===== src/rtl/edff_deser_if.sv =====
// Bit-stream input and valid/ready word output of the EDFFTR deserializer.
// The slave side is the deserializer; the master side is its environment.
interface edff_deser_if #(
  parameter int WIDTH = 8
);
  logic             sin;
  logic             svalid;
  logic             sstart;
  logic             dready;
  logic [WIDTH-1:0] dout;
  logic             dvalid;
  logic             perr;
  logic             ovf;
  logic [7:0]       ovf_cnt;

  modport master (
    output sin, svalid, sstart, dready,
    input  dout, dvalid, perr, ovf, ovf_cnt
  );

  modport slave (
    input  sin, svalid, sstart, dready,
    output dout, dvalid, perr, ovf, ovf_cnt
  );
endinterface


===== src/rtl/edff_deser.sv =====
// Serial-to-parallel capture of the EDFFTR Q stream: strobed bits are assembled into
// WIDTH-bit words, optionally even-parity checked, and held in a valid/ready register.
module edff_deser #(
  parameter int WIDTH     = 8,
  parameter bit MSB_FIRST = 1'b1,
  parameter bit PARITY_EN = 1'b1
) (
  input logic         clk,
  input logic         rst_n,
  edff_deser_if.slave bus
);
  localparam int CW = $clog2(WIDTH + 1);

  typedef enum logic [1:0] {IDLE, SHIFT, PARITY} state_t;

  state_t           state, state_nxt;
  logic [WIDTH-1:0] shreg, shreg_nxt;
  logic [WIDTH-1:0] shifted, first_word, word;
  logic [CW-1:0]    count, count_nxt;
  logic             complete, word_perr, accept;
  logic [WIDTH-1:0] dout;
  logic             dvalid, perr, ovf;
  logic [7:0]       ovf_cnt;

  always_comb begin
    first_word = '0;
    if (MSB_FIRST) begin
      shifted       = {shreg[WIDTH-2:0], bus.sin};
      first_word[0] = bus.sin;
    end else begin
      shifted             = {bus.sin, shreg[WIDTH-1:1]};
      first_word[WIDTH-1] = bus.sin;
    end
  end

  always_comb begin
    state_nxt = state;
    shreg_nxt = shreg;
    count_nxt = count;
    complete  = 1'b0;
    word      = shifted;
    word_perr = 1'b0;
    if (bus.svalid) begin
      if (bus.sstart) begin
        // A start strobe always opens a fresh frame, abandoning any partial one
        state_nxt = SHIFT;
        shreg_nxt = first_word;
        count_nxt = CW'(1);
      end else begin
        case (state)
          SHIFT: begin
            shreg_nxt = shifted;
            count_nxt = count + CW'(1);
            if (count == CW'(WIDTH - 1)) begin
              if (PARITY_EN) begin
                state_nxt = PARITY;
              end else begin
                complete  = 1'b1;
                state_nxt = IDLE;
              end
            end
          end
          PARITY: begin
            complete  = 1'b1;
            word      = shreg;
            word_perr = (^shreg) ^ bus.sin;
            state_nxt = IDLE;
          end
          default: state_nxt = IDLE;
        endcase
      end
    end
  end

  always_ff @(posedge clk or negedge rst_n) begin
    if (!rst_n) begin
      state <= IDLE;
      shreg <= '0;
      count <= '0;
    end else begin
      state <= state_nxt;
      shreg <= shreg_nxt;
      count <= count_nxt;
    end
  end

  // A completed word is taken only if the output register is empty or being drained now
  assign accept = !dvalid || bus.dready;

  always_ff @(posedge clk or negedge rst_n) begin
    if (!rst_n) begin
      dout    <= '0;
      dvalid  <= 1'b0;
      perr    <= 1'b0;
      ovf     <= 1'b0;
      ovf_cnt <= '0;
    end else begin
      ovf <= 1'b0;
      if (dvalid && bus.dready) begin
        dvalid <= 1'b0;
      end
      if (complete) begin
        if (accept) begin
          dout   <= word;
          perr   <= word_perr;
          dvalid <= 1'b1;
        end else begin
          ovf <= 1'b1;
          if (ovf_cnt != 8'hFF) begin
            ovf_cnt <= ovf_cnt + 8'd1;
          end
        end
      end
    end
  end

  assign bus.dout    = dout;
  assign bus.dvalid  = dvalid;
  assign bus.perr    = perr;
  assign bus.ovf     = ovf;
  assign bus.ovf_cnt = ovf_cnt;
endmodule


===== src/flat_wrapper.sv =====
// flat-port wrapper written by rule: the top's interface ports become plain ports
module edff_deser_flat 
#(
  parameter int WIDTH     = 8,
  parameter bit MSB_FIRST = 1'b1,
  parameter bit PARITY_EN = 1'b1
)
  (clk, rst_n, bus_sin, bus_svalid, bus_sstart, bus_dready, bus_dout, bus_dvalid, bus_perr, bus_ovf, bus_ovf_cnt);
  edff_deser_if #(.WIDTH(WIDTH)) bus_i ();
  input logic clk;
  input logic rst_n;
  input wire logic [$bits(bus_i.sin)-1:0] bus_sin;
  input wire logic [$bits(bus_i.svalid)-1:0] bus_svalid;
  input wire logic [$bits(bus_i.sstart)-1:0] bus_sstart;
  input wire logic [$bits(bus_i.dready)-1:0] bus_dready;
  output wire logic [$bits(bus_i.dout)-1:0] bus_dout;
  output wire logic [$bits(bus_i.dvalid)-1:0] bus_dvalid;
  output wire logic [$bits(bus_i.perr)-1:0] bus_perr;
  output wire logic [$bits(bus_i.ovf)-1:0] bus_ovf;
  output wire logic [$bits(bus_i.ovf_cnt)-1:0] bus_ovf_cnt;
  assign bus_i.sin = bus_sin;
  assign bus_i.svalid = bus_svalid;
  assign bus_i.sstart = bus_sstart;
  assign bus_i.dready = bus_dready;
  assign bus_dout = bus_i.dout;
  assign bus_dvalid = bus_i.dvalid;
  assign bus_perr = bus_i.perr;
  assign bus_ovf = bus_i.ovf;
  assign bus_ovf_cnt = bus_i.ovf_cnt;
  edff_deser #(.WIDTH(WIDTH), .MSB_FIRST(MSB_FIRST), .PARITY_EN(PARITY_EN)) u_core (.clk(clk), .rst_n(rst_n), .bus(bus_i));
endmodule

===== config.mk =====
export PLATFORM = sky130hd
export DESIGN_NAME = edff_deser_flat
export DESIGN_NICKNAME = d
export VERILOG_FILES = /design/src/rtl/edff_deser_if.sv /design/src/rtl/edff_deser.sv /design/src/flat_wrapper.sv
export SDC_FILE = /design/constraint.sdc
export NUM_CORES = 1
export LEC_CHECK = 0
export CAP_MARGIN = 15
export CORE_MARGIN = 3
export CORE_UTILIZATION = 30
export DETAILED_ROUTE_END_ITERATION = 16
export MAX_ROUTING_LAYER = met4
export PLACE_DENSITY = 0.51
export SLEW_MARGIN = 15
export SYNTH_ARGS = -nofsm -noshare
export SYNTH_HDL_FRONTEND = slang
export SYNTH_SLANG_ARGS = --single-unit

===== constraint.sdc =====
create_clock -name clk -period 2 [get_ports clk]
set_input_delay 0.4 -clock clk [delete_from_list [all_inputs] [get_ports clk]]
set_output_delay 0.4 -clock clk [all_outputs]
set_load 0.02 [all_outputs]

==> key figures, run 1 <==
Setup path
  – Worst setup path category: flop to output port
  – CP max-delay cell: clkdlybuf4s50_1
  – Worst r2r src: u_core.bus.ovf_cnt[0]$_DFFE_PN0P_
  – Data required, critical path: approximately 1.6 ns
  – Reg2Reg Depth: 4
  – Worst Setup SP: u_core.bus.ovf_cnt[7]$_DFFE_PN0P_
  – Worst-path fanout max: 5
  – FF-to-FF setup slack: 0.25 ns
  – CP max stage delay: ~0.66 ns
  – Crit end category: output port
  – Startpoint Class: flop
  – Worst R2R End: u_core.bus.ovf_cnt[1]$_DFFE_PN0P_
  – Critical path, cell by cell: clkdlybuf4s50_1
  – WP data arrival: around 1.4 ns
  – Crit path max-delay family: buffers and inverters
  – Buffers and inverters on the worst path: 1

Hold path
  – Hold Path Stages: 2
  – Hold Crit Class: flop to flop
  – Worst Min Path Start: u_core.bus.perr$_DFFE_PN0P_
  – Worst hold endpoint: u_core.bus.perr$_DFFE_PN0P_

Yosys
  – Synthesis Warnings: 0
  – Adder-Cell Fraction of Synth Area: 1.69%
  – Area share of the largest cell type after synthesis: a little under three fifths
  – Synth area leaders: dfrtp_1 56%, mux2_2 7.6%, a22o_1 5.9%
  – Sequential area share after synthesis: 55.6%
  – Syn Inst Count: 111
  – Compound-Gate Fraction of Synth Area: 12.1%
  – Xor/xnor share of the synthesized area: 8.60%
  – Proportion of synthesized area in mux cells: between 8 and 9%
  – Synth area leader: dfrtp_1
  – Simple-gate share of the synthesized area: 12.1%
  – Cell variety after synth: 33
  – Syn Nets: 119
  – Largest family of logic cells by synthesized area: compound AO/OA/AOI/OAI gates
  – Syn_area_per_cell: 13.4 sq um
  – Yosys reg bits: 33
  – Mapped cell area: 1480 sq um

Cells and area
  – Filler instances: 455
  – Final Core Density: 42.4%
  – Finished Cell Area: between 1500 and 2000 sq um
  – Area delta synth->final: 30.4%
  – Cell Count, Final, Fillers Out: roughly 210
  – Final nets: 155
  – N_diodes: 0
  – Layout cells sized above 1: 22.4%

STA
  – Setup TNS: 0 ns
  – Skew final: 0.00928 ns
  – Final setup viols: 0
  – Tcrit/Tclk final: between 90% and 100%
  – RSZ-0062 raised after global routing: false
  – Slew @ Worst Pin: 0.427 ns
  – Worst slew margin: a little under three quarters
  – Fmax: 552 MHz
  – Fin Hold WS: 0.495 ns
  – Hold Fails Final Rpt: 0
  – Min Tclk post-route: 1.81 ns
  – PnR worst setup slack: 0.187 ns
  – Final Max Slew Viols: 0

Placed design
  – IO Port Bufs: 24
  – DP Cell Count: 205
  – Placed wire-length estimate: 1.96 mm
  – Placed cell area: ~1800 sq um
  – Routability Congestion: about 0.75
  – Post-Place Worst Slack: between 0.03 and 0.04 ns

Run status
  – Outcome: complete, no violations

Global routing
  – Vias in the first global route: just over 1000
  – Initial antenna violation count: 0
  – GRT overflow: 0
  – Largest net degree at the start of global routing: 34
  – Global-route wire length before repair: 4.91 mm
  – GRT Util Overall: 11.0%

Detailed routing
  – Wire per inst: 13.3 microns
  – Routed vias: approximately 990
  – Vias per cell: 4.66
  – Remaining antenna violation count: 0
  – Initial DRC count: 38
  – DRT Pass-1 Iters: 4
  – Routed WL: ~2.8 mm
  – DRC: 0

Clock network
  – Hold buffers post-CTS: 0
  – Cts repair resizes: 0
  – Clock transition at path regs: 0.07 ns
  – Clk sinks: 33
  – CTS root buffer: clkbuf_8
  – CTS tree: yes
  – Clock Latency Late Sink: ~0.28 ns
  – Clock buffer depth: 2
  – H-tree depth: 2
  – CTS buffer count: 5
  – Setup bufs post-CTS: 0

Run
  – Total of max-cap violations: 0

Floorplanning
  – Starting density of the core: 32.5%
  – Std-Cell Rows: 24
  – Total die area: 5830 sq um
  – Core Footprint: 4560 sq um
  – Num ports: 25
  – Die width: 76.3 microns
  – Die Span Y: 76.3 microns

Power and ir drop
  – Pwr Total: 1.68 mW
  – P_leak: 0.892 nW
  – Peak supply drop: between 0.3 and 0.4 mV
  – Power per cell area: approximately 870 nW/um^2
==> worst max path at each step <==
stage	to	cells past startpoint
floorplan	u_core.bus.ovf_cnt[1]$_DFFE_PN0P_	4
global placement	u_core.bus.ovf_cnt[1]$_DFFE_PN0P_	4
detailed placement	u_core.bus.ovf_cnt[1]$_DFFE_PN0P_	4
CTS	bus_ovf_cnt[7]	1
global route	u_core.bus.ovf_cnt[2]$_DFFE_PN0P_	6
finish	bus_ovf_cnt[7]	1
==> placed cells by master, fill, tap and decap left out, types with 3 or more instances in the layout <==
cell type        instances
buf_4                    8
nand2_1                  7
mux2_2                  10
xnor2_1                  8
nor2_1                   3
a22o_1                  10
clkbuf_8                 6
dfrtp_1                 33
xor2_1                   4
clkdlybuf4s50_1         24
o21ai_0                  4
==> cell type report <==
class                           instances  area, sq um  share of cell area [%]
Sequential cell                        33          826                    42.7
Multi-Input combinational cell         73          633                    32.7
Timing Repair Buffer                   32          300                    15.5
Clock buffer                            7         86.3                    4.46
Tap cell                               65         81.3                    4.20
Inverter                                2         7.51                   0.388
==> synth_stat cells, drive strengths merged <==
| library cell | n |
|---|---|
| xnor2 | 8 |
| a22o | 11 |
| clkbuf | 1 |
| o32a | 1 |
| a311oi | 1 |
| nand2b | 2 |
| nand3 | 1 |
| nand2 | 8 |
| mux2 | 10 |
| o21ai | 4 |
| and4bb | 1 |
| nand4bb | 1 |
| a211oi | 1 |
| mux2i | 1 |
| xnor3 | 1 |
| nor2 | 3 |
| dfrtp | 33 |
| nor2b | 1 |
| buf | 2 |
| and3 | 4 |
| ha | 2 |
| o211ai | 1 |
| a21oi | 2 |
| nand3b | 1 |
| inv | 2 |
| xor2 | 4 |
| nor3b | 1 |
| nand4 | 2 |
| or2b | 1 |
==> cell families (layout without fill, tap and decap cells) <==
group	Yosys count	count (layout)
buf+inv	5	41
simple gates	26	26
mux	11	11
compound gates	21	21
xor+xnor	13	13
fa+ha+maj	2	2
flops	33	33
==> report_power, final <==
group	internal (mW)	switching [mW]	total, mW	leakage [nW]
Sequential	0.749	0.0807	0.830	0.440
Clock	0.273	0.230	0.503	0.0443
Combinational	0.204	0.143	0.347	0.407
Total	1.23	0.453	1.68	0.892
==> sequential cells by signal, summed over array words and instances (netlist names) <==
signal,flops
u_core.count,4
u_core.bus.ovf_cnt,8
u_core.bus.dout,8
u_core.bus.dvalid,1
u_core.bus.perr,1
u_core.bus.ovf,1
u_core.shreg,8
u_core.state,2
==> layer usage <==
| metal | track usage, % | vias up | wire length, microns |
|---|---|---|---|
| li1 | - | 470 | - |
| met1 | 13.8 | 489 | 1320 |
| met2 | 16.4 | 24 | 1340 |
| met3 | 4.14 | 4 | 146 |
| met4 | 3.26 | 0 | 25 |
| met5 | - | - | 0 |
No activity file was read; power rests on OpenSTA's default activity.
==> run 2, diff against run 1 <==
--- a/config.mk
+++ b/config.mk
@@ -8,6 +8,7 @@
 export CAP_MARGIN = 15
 export CORE_MARGIN = 3
 export CORE_UTILIZATION = 30
+export CTS_CLUSTER_DIAMETER = 150
 export DETAILED_ROUTE_END_ITERATION = 16
 export MAX_ROUTING_LAYER = met4
 export PLACE_DENSITY = 0.51
==> results of run 2 <==
No change in the layout: final DEF, timing and power equal those of run 1.
